<file path="config.mk">
export PLATFORM = sky130hd
export DESIGN_NAME = pipe_skid_reg
export DESIGN_NICKNAME = d
export VERILOG_FILES = /design/src/rtl/pipe_skid_reg.sv
export SDC_FILE = /design/constraint.sdc
export NUM_CORES = 1
export LEC_CHECK = 0
export CAP_MARGIN = 20
export CORE_UTILIZATION = 59
export DETAILED_ROUTE_END_ITERATION = 7
export DONT_BUFFER_PORTS = 1
export PLACE_DENSITY = 0.76
export SLEW_MARGIN = 25
export SYNTH_ARGS = -nofsm -noshare
export SYNTH_HDL_FRONTEND = slang
export SYNTH_SLANG_ARGS = --single-unit
</file>
<file path="constraint.sdc">
create_clock -name clk -period 21.2 [get_ports clk]
set_clock_uncertainty 0.15 [all_clocks]
set_input_delay 3.18 -clock clk [delete_from_list [all_inputs] [get_ports clk]]
set_output_delay 3.18 -clock clk [all_outputs]
set_load 0.01 [all_outputs]
</file>
<file path="src/rtl/pipe_skid_reg.sv">
// Inter-stage pipeline register with valid/ready handshake and a 2-entry skid buffer.
// in_ready is derived from flops only; adds flush, NOP bubble masking and a stall counter.
module pipe_skid_reg #(
  parameter int unsigned DATA_W = 83,
  parameter int unsigned CTRL_W = 30,
  parameter int unsigned CNT_W  = 16
) (
  input  logic              clk,
  input  logic              reset,
  input  logic              in_valid,
  output logic              in_ready,
  input  logic [CTRL_W-1:0] in_ctrl,
  input  logic [DATA_W-1:0] in_data,
  input  logic              flush,
  output logic              out_valid,
  input  logic              out_ready,
  output logic [CTRL_W-1:0] out_ctrl,
  output logic [DATA_W-1:0] out_data,
  output logic [1:0]        occupancy,
  output logic [CNT_W-1:0]  stall_count
);

  typedef enum logic [1:0] {StEmpty, StOne, StFull} state_e;

  state_e            state_q, state_d;
  logic [CTRL_W-1:0] main_ctrl_q, skid_ctrl_q;
  logic [DATA_W-1:0] main_data_q, skid_data_q;
  logic [CNT_W-1:0]  stall_q;

  logic main_valid, skid_valid;
  logic in_fire, out_fire;
  logic load_main_in, load_main_skid, load_skid;

  assign main_valid = (state_q != StEmpty);
  assign skid_valid = (state_q == StFull);
  assign in_fire    = in_valid & in_ready;
  assign out_fire   = main_valid & out_ready;

  always_comb begin
    state_d        = state_q;
    load_main_in   = 1'b0;
    load_main_skid = 1'b0;
    load_skid      = 1'b0;
    unique case (state_q)
      StEmpty: begin
        if (in_fire) begin
          state_d      = StOne;
          load_main_in = 1'b1;
        end
      end
      StOne: begin
        if (in_fire && out_fire) begin
          load_main_in = 1'b1;
        end else if (in_fire) begin
          state_d   = StFull;
          load_skid = 1'b1;
        end else if (out_fire) begin
          state_d = StEmpty;
        end
      end
      StFull: begin
        if (out_fire) begin
          state_d        = StOne;
          load_main_skid = 1'b1;
        end
      end
      default: state_d = StEmpty;
    endcase
    // Flush wins over a same-cycle accept; the incoming entry is dropped.
    if (flush) begin
      state_d        = StEmpty;
      load_main_in   = 1'b0;
      load_main_skid = 1'b0;
      load_skid      = 1'b0;
    end
  end

  always_ff @(posedge clk or posedge reset) begin
    if (reset) begin
      state_q     <= StEmpty;
      main_ctrl_q <= '0;
      main_data_q <= '0;
      skid_ctrl_q <= '0;
      skid_data_q <= '0;
    end else begin
      state_q <= state_d;
      if (load_main_in) begin
        main_ctrl_q <= in_ctrl;
        main_data_q <= in_data;
      end else if (load_main_skid) begin
        main_ctrl_q <= skid_ctrl_q;
        main_data_q <= skid_data_q;
      end
      if (load_skid) begin
        skid_ctrl_q <= in_ctrl;
        skid_data_q <= in_data;
      end
    end
  end

  always_ff @(posedge clk or posedge reset) begin
    if (reset) begin
      stall_q <= '0;
    end else if (main_valid && !out_ready && (stall_q != {CNT_W{1'b1}})) begin
      stall_q <= stall_q + CNT_W'(1);
    end
  end

  always_comb begin
    in_ready    = ~skid_valid;
    out_valid   = main_valid;
    out_ctrl    = main_valid ? main_ctrl_q : '0;
    out_data    = main_data_q;
    occupancy   = 2'(main_valid) + 2'(skid_valid);
    stall_count = stall_q;
  end

endmodule
</file>
# Yosys cells after proc, flatten, opt, wreduce, memory -nomap -nowiden
# Index checks and enable logic that the tools add are counted.
totals:
  reg_bits: 244
  out_inout_bits: 133
  elab_cells: 48
  inputBits: 118
op_classes:
  bitwise_logic: 3
  n_reduce_logical: 8
  eq_ne: 7
  muxes: 22
  addsub: 2
ops:
  columns: ["cell", "count"]
  rows:
  - ["$mux 83", 2]
  - ["$mux 30", 3]
  - ["$add 16x1->16 const B", 1]
  - ["$ne 16x16->1 const B", 1]
  - ["$mux 2", 6]
  - ["$mux 1", 9]
  - ["$ne 3x3->1 const B", 2]
  - ["$pmux 2 s3", 1]
  - ["$ne 4x4->1 const B", 1]
  - ["$reduce_and 4->1", 1]
  - ["$reduce_bool 2->1", 2]
  - ["$logic_and 1x1->1", 3]
  - ["$ne 3x2->1 const B", 1]
  - ["$add 1x1->2", 1]
  - ["$and 1x1->1", 2]
  - ["$eq 2x1->1 const B", 1]
  - ["$eq 2x2->1 const B", 1]
  - ["$logic_not 2->1", 1]
  - ["$pmux 1 s2", 1]
  - ["$logic_not 1->1", 1]
  - ["$not 1->1", 1]

# Longest topological paths before layout
logic_depth:
  word_depth: 8
  mapped_depth: 9
  depth_no_buf: 7

# Worst setup path before layout
# OpenSTA, ideal clock, no wires.
synth_timing:
  kind: "reg-to-output"
  start: "register state_q[0]"
  end: "output port occupancy[0]"
  n_path_buf: 1
  stages_incl_launch_ff: 6
  required_time_ps: 17870
  t_arrival_ps: 1373
  slack_ps: 16497
  path_cell_list: "dfrtp_1 nor2_1 clkbuf_1 inv_1 ha_1 inv_1"
synth_via:
  elab_chain_cells: 2
  word_cells_on_any_way: 3
  classes_between: "add/sub (1); eq/ne (1); reduce/logical (1)"
synth_lines:
  columns: ["item", "line", "source"]
  rows:
  - ["start, declared", "25", "state_e state_q, state_d;"]
  - ["start signal, assigned", "80", "state_q <= StEmpty;"]
  - ["start signal, assigned", "86", "state_q <= state_d;"]
  - ["$reduce_bool 2->1", "34", "assign main_valid = (state_q != StEmpty);"]
  - ["net out_valid", "15", "output logic out_valid,"]
  - ["$add 1x1->2", "114", "occupancy = 2'(main_valid) + 2'(skid_valid);"]
  - ["end, declared", "19", "output logic [1:0] occupancy,"]
# The timed path passes the listed nets, and every way through them passes these cells.

# Worst setup path after layout
layout_timing:
  start: "input port flush"
  end: "register main_data_q[7], in the netlist out_data[7]"
layout_via:
  elab_chain_cells: 2
  word_cells_on_any_way: 4
  classes_between: "mux (3); reduce/logical (1)"
layout_lines:
  columns: ["item", "line", "source"]
  rows:
  - ["start, declared", "14", "input logic flush,"]
  - ["$mux 1", "70", "if (flush) begin"]
  - ["$mux 83 / $reduce_bool 2->1 (equally long branches)", null, null]
  - ["end signal, assigned", "89", "main_data_q <= in_data;"]
  - ["end signal, assigned", "92", "main_data_q <= skid_data_q;"]
  - ["end, declared", "27", "logic [DATA_W-1:0] main_data_q, skid_data_q;"]
# Several ways; a longest one is shown, not always the timed one.
# A chain may end at the register's enable or synchronous reset.

==> flow_summary_export.csv <==
group,metric,value,unit
outcome,status,"finished, final reports clean",
critical_path,cp_slowest_stage_delay,0.89,ns
synthesis,avgSynthCellArea,12.5,µm²
placement,dp_hpwl,14600,µm
synthesis,yosys.cell_count.top_type,"dfrtp_1",
clock_tree,cts.clk_slew.worst_paths,0.06,ns
global_routing,grt_pass1_vias,6726,
layout,regArea,6110,µm²
synthesis,ys.warnings.count,0,
die,row_count,49,
die,die_area,18900,µm²
global_routing,antenna_found_initial,0,
global_routing,grt_pass1_wl,34700,µm
critical_path,startpoint_type,"input pin",
routing,wl_per_cell,20.7,µm
critical_path,worstSetupPathType,"in2reg",
die,coreArea,18000,µm²
clock_tree,insertion_delay,0.51,ns
routing,routed_wl,22500,µm
clock_tree,cts_tree,"built",
synthesis,yosysTopAreaCell,"dfrtp_1",
sta,hold_viol,0,
global_routing,grt_max_degree,120,
global_routing,grt.total_usage,23.3,%
sta,max_slew_margin,30.1,%
critical_path,required,21.40,ns
critical_path,crit_path_frequent_cell,"buf_4",
synthesis,synth-async-reset-ratio,100,%
critical_path,reg2reg_depth,6,
clock_tree,cts_buffers,25,
power,power_density,121,nW/µm²
placement,gp_congestion,0.832,
critical_path,path_cells,"or3b_1 -> nor2_4 -> buf_4 -> buf_4 -> mux2i_1 -> o21ai_1",
routing,drt_iter0_drc,256,
sta,rsz0062_at_grt,"no",
synthesis,yosysSeqAreaShare,56.3,%
synthesis,yosys-top-cells-area,"dfrtp_1 56%, mux2i_1 11%, mux2_4 9.7%",
routing,antenna_left,0,
layout,n_antenna_cell,0,
sta,fmax,176,MHz
routing,drc,0,
placement,portBuffers,0,
flow_run,maxCapViolations,0,
critical_path,crit_fanout,57,
synthesis,syn_area,10800,µm²
sta,tns,0,ns
power,ir_worst_vdd,0.0000811,V
min_path,hold_path_depth,2,
layout,area_growth,7.28,%
sta,worstMarginPinSlew,1.05,ns
clock_tree,clockBufferDepth,3,
die,boundaryPins,251,
clock_tree,clock-sinks,244,
sta,fin_crit,5.68,ns
sta,fin_crit_sh,26.8,%
synthesis,synth_top_area_share,56.3,%
layout,drive_gt1_share,19.4,%
die,dieHeight,138,µm
critical_path,end_kind,"register",
routing,dr_total_vias,6429,
synthesis,synth_common_cells,"244 x dfrtp_1, 120 x nand2_1, 114 x mux2i_1",
synthesis,synth_nets,986,
synthesis,ys_types,40,
layout,final_cell_count_no_fill,1090,
placement,dp.cells,1049,
power,p_leak,5.39,nW
synthesis,synth_seq_cells,244,
synthesis,ys.flop_type,"dfrtp_1",
critical_path,cp_slowest_cell,"buf_4",
min_path,hold_class,"reg2reg",
layout,fillers,1335,
clock_tree,cts_max_level,1,
power,total_power,1.41,mW
sta,slew_viol_final,0,
clock_tree,cts_setup_buffers,0,
layout,multi_input_area,4370,µm²
layout,num-nets-final,967,
routing,viasPerCell,5.90,
clock_tree,post_cts_resized,0,
die,initial_utilization,60.4,%
synthesis,synth_edf_count,0,
die,die_w,138,µm
synthesis,synth_cells,866,
routing,firstDrtPassIters,4,
clock_tree,cts_hold_buf,0,
clock_tree,root_buffer,"clkbuf_16",
sta,finalSetupViolations,0,
global_routing,grt_overflow_total,0,
critical_path,crit_arrival,5.88,ns
## cell families after synthesis
| family | count (synthesis) | share of synthesized area (%) |
|---|---|---|
| adders and majority gates | 2 | 0.231 |
| AOI/OAI and AO/OA | 135 | 6.52 |
| buffers and inverters | 62 | 3.59 |
| DFF | 244 | 56.3 |
| muxes | 230 | 25.0 |
| and+or+nand+nor | 186 | 7.82 |
| xor gates and xnor gates | 7 | 0.565 |
## state kept, by name, summed over array words and instances, names as in the netlist
signal and cells:
state_q 2, stall_count 16, main_ctrl_q 30, out_data 83, skid_ctrl_q 30, skid_data_q 83
## worst paths after layout
path	slack (ns)	startpoint	end
min in group asynchronous	2.50	reset	out_data[53]
worst min register to register	0.32	main_ctrl_q[5]	main_ctrl_q[5]
max in group asynchronous	16.96	reset	main_ctrl_q[23]
worst max register to register	17.67	state_q[1]	out_data[7]
worst max-delay path	15.52	flush	out_data[7]
worst min-delay path	0.32	main_ctrl_q[5]	main_ctrl_q[5]
## per-layer routing
| metal | up-vias | share of wire (%) | track usage (%) |
|---|---|---|---|
| li1 | 2949 | - | - |
| met1 | 3239 | 39 | 27.7 |
| met2 | 200 | 50 | 39.8 |
| met3 | 41 | 8.6 | 7.76 |
| met4 | 0 | 2.4 | 7.39 |
| met5 | - | 0 | 0 |
## layout make-up
class | count | area share (%)
Multi-Input combinational cell | 560 | 37.5
Inverter | 8 | 0.323
Tap cell | 229 | 2.46
Timing Repair Buffer | 8 | 0.548
Sequential cell | 244 | 52.5
Clock buffer | 38 | 6.31
Clock inverter | 3 | 0.366
## stage by stage
stage / util [%] / area, µm² / worst slack, ns / hold slack [ns]
final: 64.8 / 11600 / 15.52 / 0.322
after CTS: 64.8 / 11600 / 15.56 / 0.326
after detailed placement: 60.4 / 10900 / 15.02 / 0.313
after floorplan: - / 10800 / 11.17 / 0.292
after global placement: 60.4 / 10900 / 15.11 / 0.303
after global routing: 64.8 / 11600 / 15.44 / 0.344
## power by group
part	internal, mW	switching, mW
Sequential	0.610	0.124
Combinational	0.145	0.111
Clock	0.248	0.172
## critical path, delay by kind of cell
kind / cells / cell delay, ns
AO/OA/AOI/OAI: 1 / 0.09
multiplexers: 1 / 0.32
AND/OR/NAND/NOR: 2 / 0.49
buffers and inverters: 2 / 1.62
## cell usage in the layout (no fill, tap or decap), types with 2 or more instances in the layout
master,n
a21oi_1,8
or2_2,2
clkbuf_16,25
clkbuf_1,7
ha_1,2
clkbuf_8,6
nand3_1,4
nor3_1,6
inv_1,6
dfrtp_1,244
xor2_1,6
and3_1,4
mux2_4,70
o21ai_1,74
mux2i_1,114
nand2_1,120
nor2b_1,32
buf_4,7
mux2_2,46
nor4_1,2
nand4_1,4
o31ai_1,3
o21ai_0,43
nor2_1,3
Note: power is estimated with default switching activity, not from simulation.
